==> config.mk <==
export PLATFORM = sky130hd
export DESIGN_NAME = panel_input_ctrl_flat
export DESIGN_NICKNAME = d
export VERILOG_FILES = /design/src/rtl/panel_pkg.sv /design/src/rtl/panel_if.sv /design/src/rtl/panel_evt_fifo.sv /design/src/rtl/panel_input_ctrl.sv /design/src/flat_wrapper.sv
export SDC_FILE = /design/constraint.sdc
export NUM_CORES = 1
export LEC_CHECK = 0
export ABC_AREA = 1
export CAP_MARGIN = 30
export CORE_MARGIN = 2
export CORE_UTILIZATION = 30
export CTS_BUF_LIST = sky130_fd_sc_hd__clkbuf_16
export DETAILED_ROUTE_END_ITERATION = 10
export GPL_TIMING_DRIVEN = 0
export PLACE_DENSITY = 0.47
export SLEW_MARGIN = 20
export SYNTH_ARGS = -nofsm -noshare
export SYNTH_HDL_FRONTEND = slang
export SYNTH_SLANG_ARGS = --single-unit
==> constraint.sdc <==
create_clock -name clk -period 4.3 [get_ports clk]
set_input_delay 0.86 -clock clk [delete_from_list [all_inputs] [get_ports clk]]
set_output_delay 0.86 -clock clk [all_outputs]
set_load 0.1 [all_outputs]
==> src/rtl/panel_pkg.sv <==
// Shared constants, FSM encoding and event record for the panel input controller.
package panel_pkg;
  localparam int CHAIN_W    = 24;
  localparam int NUM_CHAINS = 3;
  localparam int WIDTH      = CHAIN_W * NUM_CHAINS;
  localparam int EVT_IDX_W  = $clog2(WIDTH);
  localparam int EVT_W      = EVT_IDX_W + 1;

  typedef enum logic [1:0] {
    IDLE   = 2'd0,
    SCAN   = 2'd1,
    COMMIT = 2'd2
  } panel_state_e;

  typedef struct packed {
    logic [EVT_IDX_W-1:0] idx;
    logic                 level;
  } panel_evt_t;
endpackage

==> src/rtl/panel_if.sv <==
// Snapshot / event bus between the shell driver, the controller and the CPU side.
// PANEL_IRQ_EN adds irq_mask / irq.
interface panel_if;
  import panel_pkg::*;

  logic [WIDTH-1:0]     snap_data;
  logic                 snap_valid;
  logic [WIDTH-1:0]     stable_data;
  logic                 evt_valid;
  logic                 evt_ready;
  logic [EVT_IDX_W-1:0] evt_index;
  logic                 evt_level;
  logic                 evt_overflow;
  logic                 ovf_clear;
`ifdef PANEL_IRQ_EN
  logic                 irq_mask;
  logic                 irq;

  modport master (
    output snap_data, snap_valid, evt_ready, ovf_clear, irq_mask,
    input  stable_data, evt_valid, evt_index, evt_level, evt_overflow, irq
  );
  modport slave (
    input  snap_data, snap_valid, evt_ready, ovf_clear, irq_mask,
    output stable_data, evt_valid, evt_index, evt_level, evt_overflow, irq
  );
`else
  modport master (
    output snap_data, snap_valid, evt_ready, ovf_clear,
    input  stable_data, evt_valid, evt_index, evt_level, evt_overflow
  );
  modport slave (
    input  snap_data, snap_valid, evt_ready, ovf_clear,
    output stable_data, evt_valid, evt_index, evt_level, evt_overflow
  );
`endif
endinterface

==> src/rtl/panel_evt_fifo.sv <==
// First-word fall-through event FIFO; a push into a full FIFO is taken only
// when the head is popped in the same cycle.
module panel_evt_fifo
  import panel_pkg::*;
#(
  parameter int DEPTH = 8
) (
  input  logic       clk,
  input  logic       reset,
  input  logic       push,
  input  panel_evt_t din,
  output logic       full,
  input  logic       pop,
  output panel_evt_t dout,
  output logic       empty
);
  localparam int AW = $clog2(DEPTH);

  panel_evt_t    r_mem [DEPTH];
  logic [AW:0]   r_wr_ptr;
  logic [AW:0]   r_rd_ptr;
  logic          w_wr;
  logic          w_rd;

  // Extra pointer MSB distinguishes full from empty when the slots match.
  assign empty = (r_wr_ptr == r_rd_ptr);
  assign full  = (r_wr_ptr[AW] != r_rd_ptr[AW]) &&
                 (r_wr_ptr[AW-1:0] == r_rd_ptr[AW-1:0]);
  assign w_rd  = pop & ~empty;
  assign w_wr  = push & (~full | w_rd);
  assign dout  = r_mem[r_rd_ptr[AW-1:0]];

  always_ff @(posedge clk) begin
    if (reset) begin
      r_wr_ptr <= '0;
      r_rd_ptr <= '0;
    end else begin
      if (w_wr) r_wr_ptr <= r_wr_ptr + 1'b1;
      if (w_rd) r_rd_ptr <= r_rd_ptr + 1'b1;
    end
  end

  always_ff @(posedge clk) begin
    if (w_wr) r_mem[r_wr_ptr[AW-1:0]] <= din;
  end
endmodule

==> src/rtl/panel_input_ctrl.sv <==
// Frame debouncer + bit-serial change scanner feeding the event FIFO.
// PANEL_IRQ_EN adds a registered, maskable interrupt.
module panel_input_ctrl
  import panel_pkg::*;
#(
  parameter int DEBOUNCE_FRAMES = 4,
  parameter int FIFO_DEPTH      = 8
) (
  input  logic   clk,
  input  logic   reset,
  panel_if.slave bus
);
  localparam int                   CNT_W    = $clog2(DEBOUNCE_FRAMES + 1);
  localparam logic [CNT_W-1:0]     CNT_MAX  = CNT_W'(DEBOUNCE_FRAMES);
  localparam logic [EVT_IDX_W-1:0] IDX_LAST = EVT_IDX_W'(WIDTH - 1);

  panel_state_e         r_state;
  panel_state_e         w_state_nxt;
  logic [WIDTH-1:0]     r_cand;
  logic [CNT_W-1:0]     r_cnt;
  logic [WIDTH-1:0]     r_stable;
  logic [WIDTH-1:0]     r_target;
  logic [WIDTH-1:0]     r_diff;
  logic [EVT_IDX_W-1:0] r_idx;
  logic                 r_ovf;
  logic                 w_start;
  logic                 w_push;
  logic                 w_commit;
  logic                 w_pop;
  logic                 w_full;
  logic                 w_empty;
  logic                 w_drop;
  panel_evt_t           w_din;
  panel_evt_t           w_head;

  always_ff @(posedge clk) begin
    if (reset) begin
      r_cand <= '0;
      r_cnt  <= '0;
    end else if (bus.snap_valid) begin
      if (bus.snap_data == r_cand) begin
        if (r_cnt != CNT_MAX) r_cnt <= r_cnt + 1'b1;
      end else begin
        r_cand <= bus.snap_data;
        r_cnt  <= CNT_W'(1);
      end
    end
  end

  always_ff @(posedge clk) begin
    if (reset) r_state <= IDLE;
    else       r_state <= w_state_nxt;
  end

  always_comb begin
    w_state_nxt = r_state;
    w_start     = 1'b0;
    w_push      = 1'b0;
    w_commit    = 1'b0;
    case (r_state)
      IDLE: begin
        if (r_cnt == CNT_MAX && r_cand != r_stable) begin
          w_start     = 1'b1;
          w_state_nxt = SCAN;
        end
      end
      SCAN: begin
        w_push = r_diff[r_idx];
        if (r_idx == IDX_LAST) w_state_nxt = COMMIT;
      end
      COMMIT: begin
        w_commit    = 1'b1;
        w_state_nxt = IDLE;
      end
      default: w_state_nxt = IDLE;
    endcase
  end

  always_ff @(posedge clk) begin
    if (reset) begin
      r_stable <= '0;
      r_target <= '0;
      r_diff   <= '0;
      r_idx    <= '0;
    end else begin
      if (w_start) begin
        r_target <= r_cand;
        r_diff   <= r_cand ^ r_stable;
        r_idx    <= '0;
      end else if (r_state == SCAN && r_idx != IDX_LAST) begin
        r_idx <= r_idx + 1'b1;
      end
      if (w_commit) r_stable <= r_target;
    end
  end

  assign w_din.idx   = r_idx;
  assign w_din.level = r_target[r_idx];
  assign w_pop       = ~w_empty & bus.evt_ready;
  // The scan never waits: a push that finds no room is simply lost.
  assign w_drop      = w_push & w_full & ~w_pop;

  always_ff @(posedge clk) begin
    if (reset)              r_ovf <= 1'b0;
    else if (w_drop)        r_ovf <= 1'b1;
    else if (bus.ovf_clear) r_ovf <= 1'b0;
  end

  panel_evt_fifo #(.DEPTH(FIFO_DEPTH)) u_fifo (
    .clk   (clk),
    .reset (reset),
    .push  (w_push),
    .din   (w_din),
    .full  (w_full),
    .pop   (w_pop),
    .dout  (w_head),
    .empty (w_empty)
  );

  assign bus.stable_data  = r_stable;
  assign bus.evt_valid    = ~w_empty;
  assign bus.evt_index    = w_head.idx;
  assign bus.evt_level    = w_head.level;
  assign bus.evt_overflow = r_ovf;

`ifdef PANEL_IRQ_EN
  logic r_irq;
  always_ff @(posedge clk) begin
    if (reset) r_irq <= 1'b0;
    else       r_irq <= ~bus.irq_mask & (~w_empty | r_ovf);
  end
  assign bus.irq = r_irq;
`endif
endmodule

==> src/flat_wrapper.sv <==
// flat-port wrapper written by rule: the top's interface ports become plain ports
module panel_input_ctrl_flat import panel_pkg::*;
#(
  parameter int DEBOUNCE_FRAMES = 4,
  parameter int FIFO_DEPTH      = 8
)
  (clk, reset, bus_snap_data, bus_snap_valid, bus_evt_ready, bus_ovf_clear, bus_stable_data, bus_evt_valid, bus_evt_index, bus_evt_level, bus_evt_overflow);
  panel_if bus_i ();
  input  logic clk;
  input  logic reset;
  input wire logic [$bits(bus_i.snap_data)-1:0] bus_snap_data;
  input wire logic [$bits(bus_i.snap_valid)-1:0] bus_snap_valid;
  input wire logic [$bits(bus_i.evt_ready)-1:0] bus_evt_ready;
  input wire logic [$bits(bus_i.ovf_clear)-1:0] bus_ovf_clear;
  output wire logic [$bits(bus_i.stable_data)-1:0] bus_stable_data;
  output wire logic [$bits(bus_i.evt_valid)-1:0] bus_evt_valid;
  output wire logic [$bits(bus_i.evt_index)-1:0] bus_evt_index;
  output wire logic [$bits(bus_i.evt_level)-1:0] bus_evt_level;
  output wire logic [$bits(bus_i.evt_overflow)-1:0] bus_evt_overflow;
  assign bus_i.snap_data = bus_snap_data;
  assign bus_i.snap_valid = bus_snap_valid;
  assign bus_i.evt_ready = bus_evt_ready;
  assign bus_i.ovf_clear = bus_ovf_clear;
  assign bus_stable_data = bus_i.stable_data;
  assign bus_evt_valid = bus_i.evt_valid;
  assign bus_evt_index = bus_i.evt_index;
  assign bus_evt_level = bus_i.evt_level;
  assign bus_evt_overflow = bus_i.evt_overflow;
  panel_input_ctrl #(.DEBOUNCE_FRAMES(DEBOUNCE_FRAMES), .FIFO_DEPTH(FIFO_DEPTH)) u_core (.clk(clk), .reset(reset), .bus(bus_i));
endmodule
==> run metrics, run 1 <==
worst hold slack=between 0.4 and 0.5 ns; critical path fanouts, max=10; full die area=a little under 60000 sq um; Worst Hold Class=flip-flop to flip-flop; initial DRC count=988; Residual DRC=0; CP Capture Type=primary output; Setup CP Type=flip-flop to primary output; first-pass GRT wire length=between 90000 and 100000 microns; final core utilization=0.373; RSZ-0062 raised after global routing=false; Sink Count=376; M3 GR Usage=0.0281; Net Sw Frac=0.247; core box area=~56000 sq um; Synth Register Bits=approximately 380; Vias=roughly 15000; DP Worst Slack=approximately 0.34 ns; TritonCTS clock tree=built; cell taking the most area after synthesis=dfxtp_1; GR Overflow Total=0; Max-Cap Viols=0; routed wire length=around 60000 microns; largest net degree at the start of global routing=15; Synth Area per Inst=around 7.7 sq um; Power Total=7.76 mW; Post-Syn Area=between 15000 and 20000 sq um; hpwl dp=between 40000 and 50000 microns; Initial Utilization=0.302; post-route minimum period=roughly 4.1 ns; Yosys warning count=0; setup slack after layout=~0.16 ns; Cell variety after synth=37; layout cells sized above 1=0.0614; number of global-route vias before repair=between 15000 and 20000; met1 GRT Util=0.258; CTS hold repair buffers=0; antenna cells=0; outcome=complete, no violations; gate count of the mapped netlist=between 2000 and 2500; CTS resizes=2; Routability Congestion=around 0.85; fillcell total=between 5000 and 6000; Antenna Nets Post-Route=0; Vias/cell=4.77; top cell type's share of synthesized area=0.369; power share of the combinational group=0.077; setup TNS=0 ns; Post-Syn Nets=around 2300; die width=~240 microns; Crit path required time=roughly 3.4 ns; Worst setup SP type=flip-flop; routed len/inst=18.7 microns; met2 usage=0.349; Relative slew margins=0.322; row cnt=between 80 and 90; busiest grt layer=met2; boundary pin count=between 150 and 200; CP arrival=~3.3 ns; CTS buffer count=45; Final Hold Vio Count=0; sequential share of power=0.475; Tightest Pin Transition=between 1 and 1.5 ns; root buf cell=clkbuf_16; Nets=between 2000 and 2500; largest cells by area after synthesis=dfxtp_1 (37%), nor2_1 (15%), edfxtp_1 (11%); Port Buffer Count=between 150 and 200; Psw=around 1.9 mW; period utilisation layout=0.962; GRT Overall Usage=0.202; initial antenna violation count=0; clk buf depth=3; Die Y-Extent=~240 microns; final setup vio count=0; DR pass1 iterations=5; Max VDD drop=between 0.2 and 0.25 mV; Layout area overhead=23.5%; Peak Freq=~240 MHz; Post-CTS Setup Bufs=0; final clock skew=0.0203 ns; Clk Latency, worst-skew pair=around 0.57 ns; clk slew on worst S/H paths=0.06 ns; Leak=about 8.4 nW; Slew Limit Fails=0; clock network power share=0.448; sequential-to-total area share from yosys stat=0.482; total power per unit cell area=around 370 nW/um^2; P_int=around 5.8 mW; H-tree depth=2
[critical path: stages (launching register included)]
cell and delay (ns):
dfxtp_1 0.37, inv_1 0.17, clkbuf_1 0.45, nor2_1 0.09
o22ai_1 0.22, nor2_1 0.08, a31oi_1 0.16, clkdlybuf4s50_1 1.17
[cell type report]
type                    instances  area (sq um)  area share
flip-flops and latches        376          8170       0.390
clock buffers                  45          1130      0.0538
inverters                     145           544      0.0260
plain buffers                 133           744      0.0356
repair buffers                165          1730      0.0829
clock inverters                31           175     0.00837
well taps                     756           946      0.0452
multi-input cells            1549          7490       0.358
[registers in the layout, indices dropped and copies added (netlist names), 3 cells and up, named ones only]
name,count
u_core.bus.stable_data,72
u_core.r_cand,72
u_core.r_cnt,3
u_core.r_diff,72
u_core.r_idx,7
u_core.r_target,72
u_core.u_fifo.r_mem,64
u_core.u_fifo.r_rd_ptr,4
u_core.u_fifo.r_wr_ptr,4
[metal layers]
metal	vias up	share of wire
li1	7608	-
met1	7179	0.45
met2	373	0.48
met3	102	0.042
met4	0	0.032
met5	-	0
[worst paths after layout]
kind              slack [ns]                            from                                  end  depth (start not counted)
setup / recovery        0.16                       flip-flop                     bus_evt_index[3]                          7
hold / removal          0.45  u_core.r_diff[43]$_SDFFE_PP0P_       u_core.r_diff[43]$_SDFFE_PP0P_                          2
setup reg to reg        0.53    u_core.r_idx[0]$_SDFFE_PP0P_  u_core.u_fifo.r_mem[2][4]$_DFFE_PP_                          9
hold reg to reg         0.45  u_core.r_diff[43]$_SDFFE_PP0P_       u_core.r_diff[43]$_SDFFE_PP0P_                          2
[power groups by stage]
stage	Sequential, mW	Clock [mW]	Combinational (mW)
detailed placement	3.76	0	0.603
global placement	3.76	0	0.598
CTS	3.69	3.56	0.605
floorplan	3.74	0	0.365
global route	3.69	3.70	0.659
finish	3.69	3.48	0.598
[through the flow]
step | instance area [sq um] | instances
3_5_place_dp | 19600 | 3123
3_3_place_gp | 19500 | 3116
2_1_floorplan | 16900 | 2203
4_1_cts | 20900 | 3199
5_1_grt | 20900 | 3200
6_report | 20900 | 3200
[cells in the final DEF, fill, tap and decap left out, drive strengths merged, types with 2 or more instances in the layout]
cell type and count:
ha 5, clkinv 15, a31oi 8, bufinv 2
o22ai 14, dfxtp 312, inv 159, o221ai 7
nand4 25, xor2 43, clkdlybuf4s50 154, dlygate4sd2 2
o211ai 11, a21oi 64, nor2 667, nand2 138
xnor2 93, buf 69, nand3 60, clkbuf 117
nor4 9, or2 10, nor3 14, edfxtp 64
o21ai 378
[cells by family after synthesis]
group	synth area share
and+or+nand+nor	0.220
buffers and inverters	0.0761
xor gates and xnor gates	0.0703
AOI/OAI and AO/OA	0.148
adders and majority gates	0.00369
DFF	0.482
[cells in the mapped netlist]
master / count
buf_4: 8
clkinv_1: 1
nor3b_1: 1
o21ai_1: 44
nand3_1: 57
nand3b_1: 1
nor3_1: 12
buf_1: 2
nor2_1: 665
nor3_2: 2
edfxtp_1: 64
nand4_1: 25
clkbuf_1: 71
inv_2: 7
a21oi_1: 63
a31oi_1: 8
a22o_1: 1
buf_6: 24
o22ai_1: 14
o211ai_1: 11
dfxtp_1: 312
a21oi_2: 1
o221ai_1: 7
nor4_1: 9
nand2_2: 4
xnor2_1: 93
ha_1: 5
or2_2: 9
clkbuf_2: 1
inv_1: 137
buf_2: 27
xor2_1: 43
nand3_2: 3
o21ai_0: 334
or2_0: 1
nand2_1: 134
nor2_2: 2
No activity file was read; power rests on OpenSTA's default activity.
==> run 2, diff against run 1 <==
--- a/config.mk
+++ b/config.mk
@@ -5,13 +5,12 @@
 export SDC_FILE = /design/constraint.sdc
 export NUM_CORES = 1
 export LEC_CHECK = 0
-export ABC_AREA = 1
+export ABC_AREA = 0
 export CAP_MARGIN = 30
 export CORE_MARGIN = 2
 export CORE_UTILIZATION = 30
 export CTS_BUF_LIST = sky130_fd_sc_hd__clkbuf_16
 export DETAILED_ROUTE_END_ITERATION = 10
-export GPL_TIMING_DRIVEN = 0
 export PLACE_DENSITY = 0.47
 export SLEW_MARGIN = 20
 export SYNTH_ARGS = -nofsm -noshare
==> run 2 against run 1 <==
  * Routed wire length is 12% lower
  * Synthesized cell count fell by 30%
  * Largest power group unchanged
  * Utilization increased by 0.10 points
==> run metrics, run 2 <==
outcome=complete, no violations; setup slack, reg-to-reg=0.73 ns (+0.20 ns); Cell variety after synth=49 (+32%); reg2reg path depth=6 (-3); H-tree depth=2 (unchanged); root buf cell=clkbuf_16; TritonCTS clock tree=built; Worst setup SP type=flip-flop; clk slew on worst S/H paths=0.06 ns (about the same); most frequent cells after synthesis=dfxtp_1 (312), nor2_1 (237), mux2i_1 (161); largest cells by area after synthesis=dfxtp_1 (39%), edfxtp_1 (12%), mux2i_1 (10%); Clk Latency, worst-skew pair=0.58 ns (about the same); worst r2r dst=u_core.u_fifo.r_mem[5][0]$_DFFE_PP_; sequential-to-total area share from yosys stat=0.504 (+0.0222); GR Overflow Total=0 (unchanged); critical path fanouts, max=23 (+13); Crit path required time=4.52 ns (+1.08 ns); Max VDD drop=0.251 mV (+1.2%); row cnt=85 (-2.3%); top cell type's share of synthesized area=0.386 (+0.0170); boundary pin count=159 (unchanged); DR pass1 iterations=4 (-1); Relative slew margins=0.318 (-0.00403); Peak Freq=280 MHz (+16%); Worst Hold Class=flip-flop to flip-flop; post-route cell area=20100 sq um (-4.1%); area post-placement=18700 sq um (-4.7%); Layout area overhead=23.9%; Synth Register Bits=376 (unchanged); Top FF cell, synth=dfxtp_1; initial DRC count=758 (-23%); final setup vio count=0 (unchanged); worst hold slack=0.457 ns (+0.00339 ns); Max-Cap Viols=0 (unchanged); gate count of the mapped netlist=1535 (-30%); Leak=6.68 nW (-21%); Residual DRC=0 (unchanged); Antenna Nets Post-Route=0 (unchanged); Vias/cell=4.88 (+2.3%); asr flop ratio synth=0 (unchanged); Post-Syn Nets=1617 (-29%); GRT Overall Usage=0.187 (-0.0147); total power per unit cell area=385 nW/um^2 (+3.9%); Nets=1765 (-29%); routed wire length=52900 microns (-12%); full die area=55900 sq um (-4.3%); setup TNS=0 ns (unchanged); final clock skew=0.0297 ns (+0.00946 ns); CTS hold repair buffers=0 (unchanged); clk buf depth=3 (unchanged); initial antenna violation count=1 (+1); Synth Area per Inst=10.5 sq um (+37%); CP Capture Type=flip-flop; Die Y-Extent=236 microns (-2.2%); core box area=53600 sq um (-4.4%); Slew Limit Fails=0 (unchanged); most frequent cells in the layout=dfxtp_1 (310), nor2_1 (237), mux2i_1 (161); Post-Syn Area=16200 sq um (-4.4%); Routability Congestion=0.793 (-7.2%); Hold Path Origin=u_core.r_target[15]$_SDFFE_PP0P_; Port Buffer Count=158 (+0.64%); Yosys warning count=0 (unchanged); reg-to-reg startpoint=u_core.r_idx[0]$_SDFFE_PP0P_; RSZ-0062 raised after global routing=false; CTS buffer count=45 (unchanged); largest net degree at the start of global routing=143 (+128); Sink Count=376 (unchanged); WHS Path Cells=2 (unchanged); die width=236 microns (-2.2%); Initial Utilization=0.302 (about the same); cell taking the most area after synthesis=dfxtp_1; Setup CP Type=flip-flop to flip-flop; CTS resizes=0 (-2); period utilisation layout=0.831 (-0.130); number of global-route vias before repair=11600 (-23%); first-pass GRT wire length=77600 microns (-14%); most common cell after layout, fill and taps aside=dfxtp_1; CP arrival=3.80 ns (+0.52 ns); hpwl dp=38300 microns (-14%); Final Hold Vio Count=0 (unchanged); final core utilization=0.374 (+0.00102); Tightest Pin Transition=1.02 ns (+0.00602 ns); Worst Hold End=u_core.bus.stable_data[15]$_SDFFE_PP0N_; routed len/inst=21.9 microns (+17%); layout cells sized above 1=0.102 (+0.0402); EDFF count, synth=64 (unchanged); most frequent cell after synthesis=dfxtp_1; Post-CTS Setup Bufs=0 (unchanged); post-route minimum period=3.57 ns (-0.561 ns); Vias=11800 (-23%)
[run 2: metrics by stage]
step / std cells / power [mW] / setup WS (ns)
2_1_floorplan: 1535 / 3.96 / 1.18
3_3_place_gp: 2329 / 4.22 / 0.461
3_5_place_dp: 2332 / 4.23 / 0.441
4_1_cts: 2409 / 7.83 / 0.667
5_1_grt: 2409 / 8.01 / 0.446
6_report: 2410 / 7.73 / 0.726
[run 2: critical path: stages (launching register included)]
cell	delay [ns]
dfxtp_2	0.87
buf_4	0.37
mux4_1	0.63
mux4_2	0.53
mux4_2	0.49
nand2b_1	0.09
o21ai_1	0.24
[run 2: layout make-up]
cell class	count	area, sq um
fillers	5374	33500
flip-flops and latches	376	8170
multi-input cells	1043	7550
repair buffers	208	2080
clock buffers	46	1150
well taps	696	871
clock inverters	31	213
inverters	9	33.8
diodes	1	2.50
[run 2: where the power goes]
group	internal (mW)	total, mW	switching, mW
combinational	0.201	0.479	0.278
clock	2.10	3.59	1.49
sequential	3.61	3.66	0.0560
total	5.90	7.73	1.83
[run 2: per-layer routing]
metal / global-route usage / vias up / wire length [microns]
li1: - / 5688 / -
met1: 0.244 / 5744 / 23800
met2: 0.309 / 247 / 25000
met3: 0.0369 / 76 / 2380
met4: 0.0652 / 0 / 1720
met5: 0 / - / 0
[run 2: worst max-delay path by stage]
stage	start	end	slack [ns]	cells past startpoint
5_1_grt	u_core.r_idx[0]$_SDFFE_PP0P_	u_core.u_fifo.r_mem[3][7]$_DFFE_PP_	0.45	8
2_1_floorplan	flip-flop	bus_evt_index[0]	1.18	4
4_1_cts	flip-flop	bus_evt_index[3]	0.67	4
6_report	u_core.r_idx[0]$_SDFFE_PP0P_	u_core.u_fifo.r_mem[5][0]$_DFFE_PP_	0.73	6
3_5_place_dp	bus_snap_data[65]	u_core.r_cand[60]$_SDFFE_PP0P_	0.44	10
3_3_place_gp	bus_snap_data[65]	u_core.r_cand[30]$_SDFFE_PP0P_	0.46	10
[run 2: logic make-up (layout without fill, tap and decap cells)]
kind of cell    count (synthesis)  in the layout  synth area share
simple gates                  488            488             0.128
mux                           223            223             0.182
other cells                     0              1                 0
buf+inv                       116            294            0.0310
flops                         376            376             0.504
xor+xnor                      156            156            0.0844
compound gates                171            171            0.0663
fa+ha+maj                       5              5           0.00386
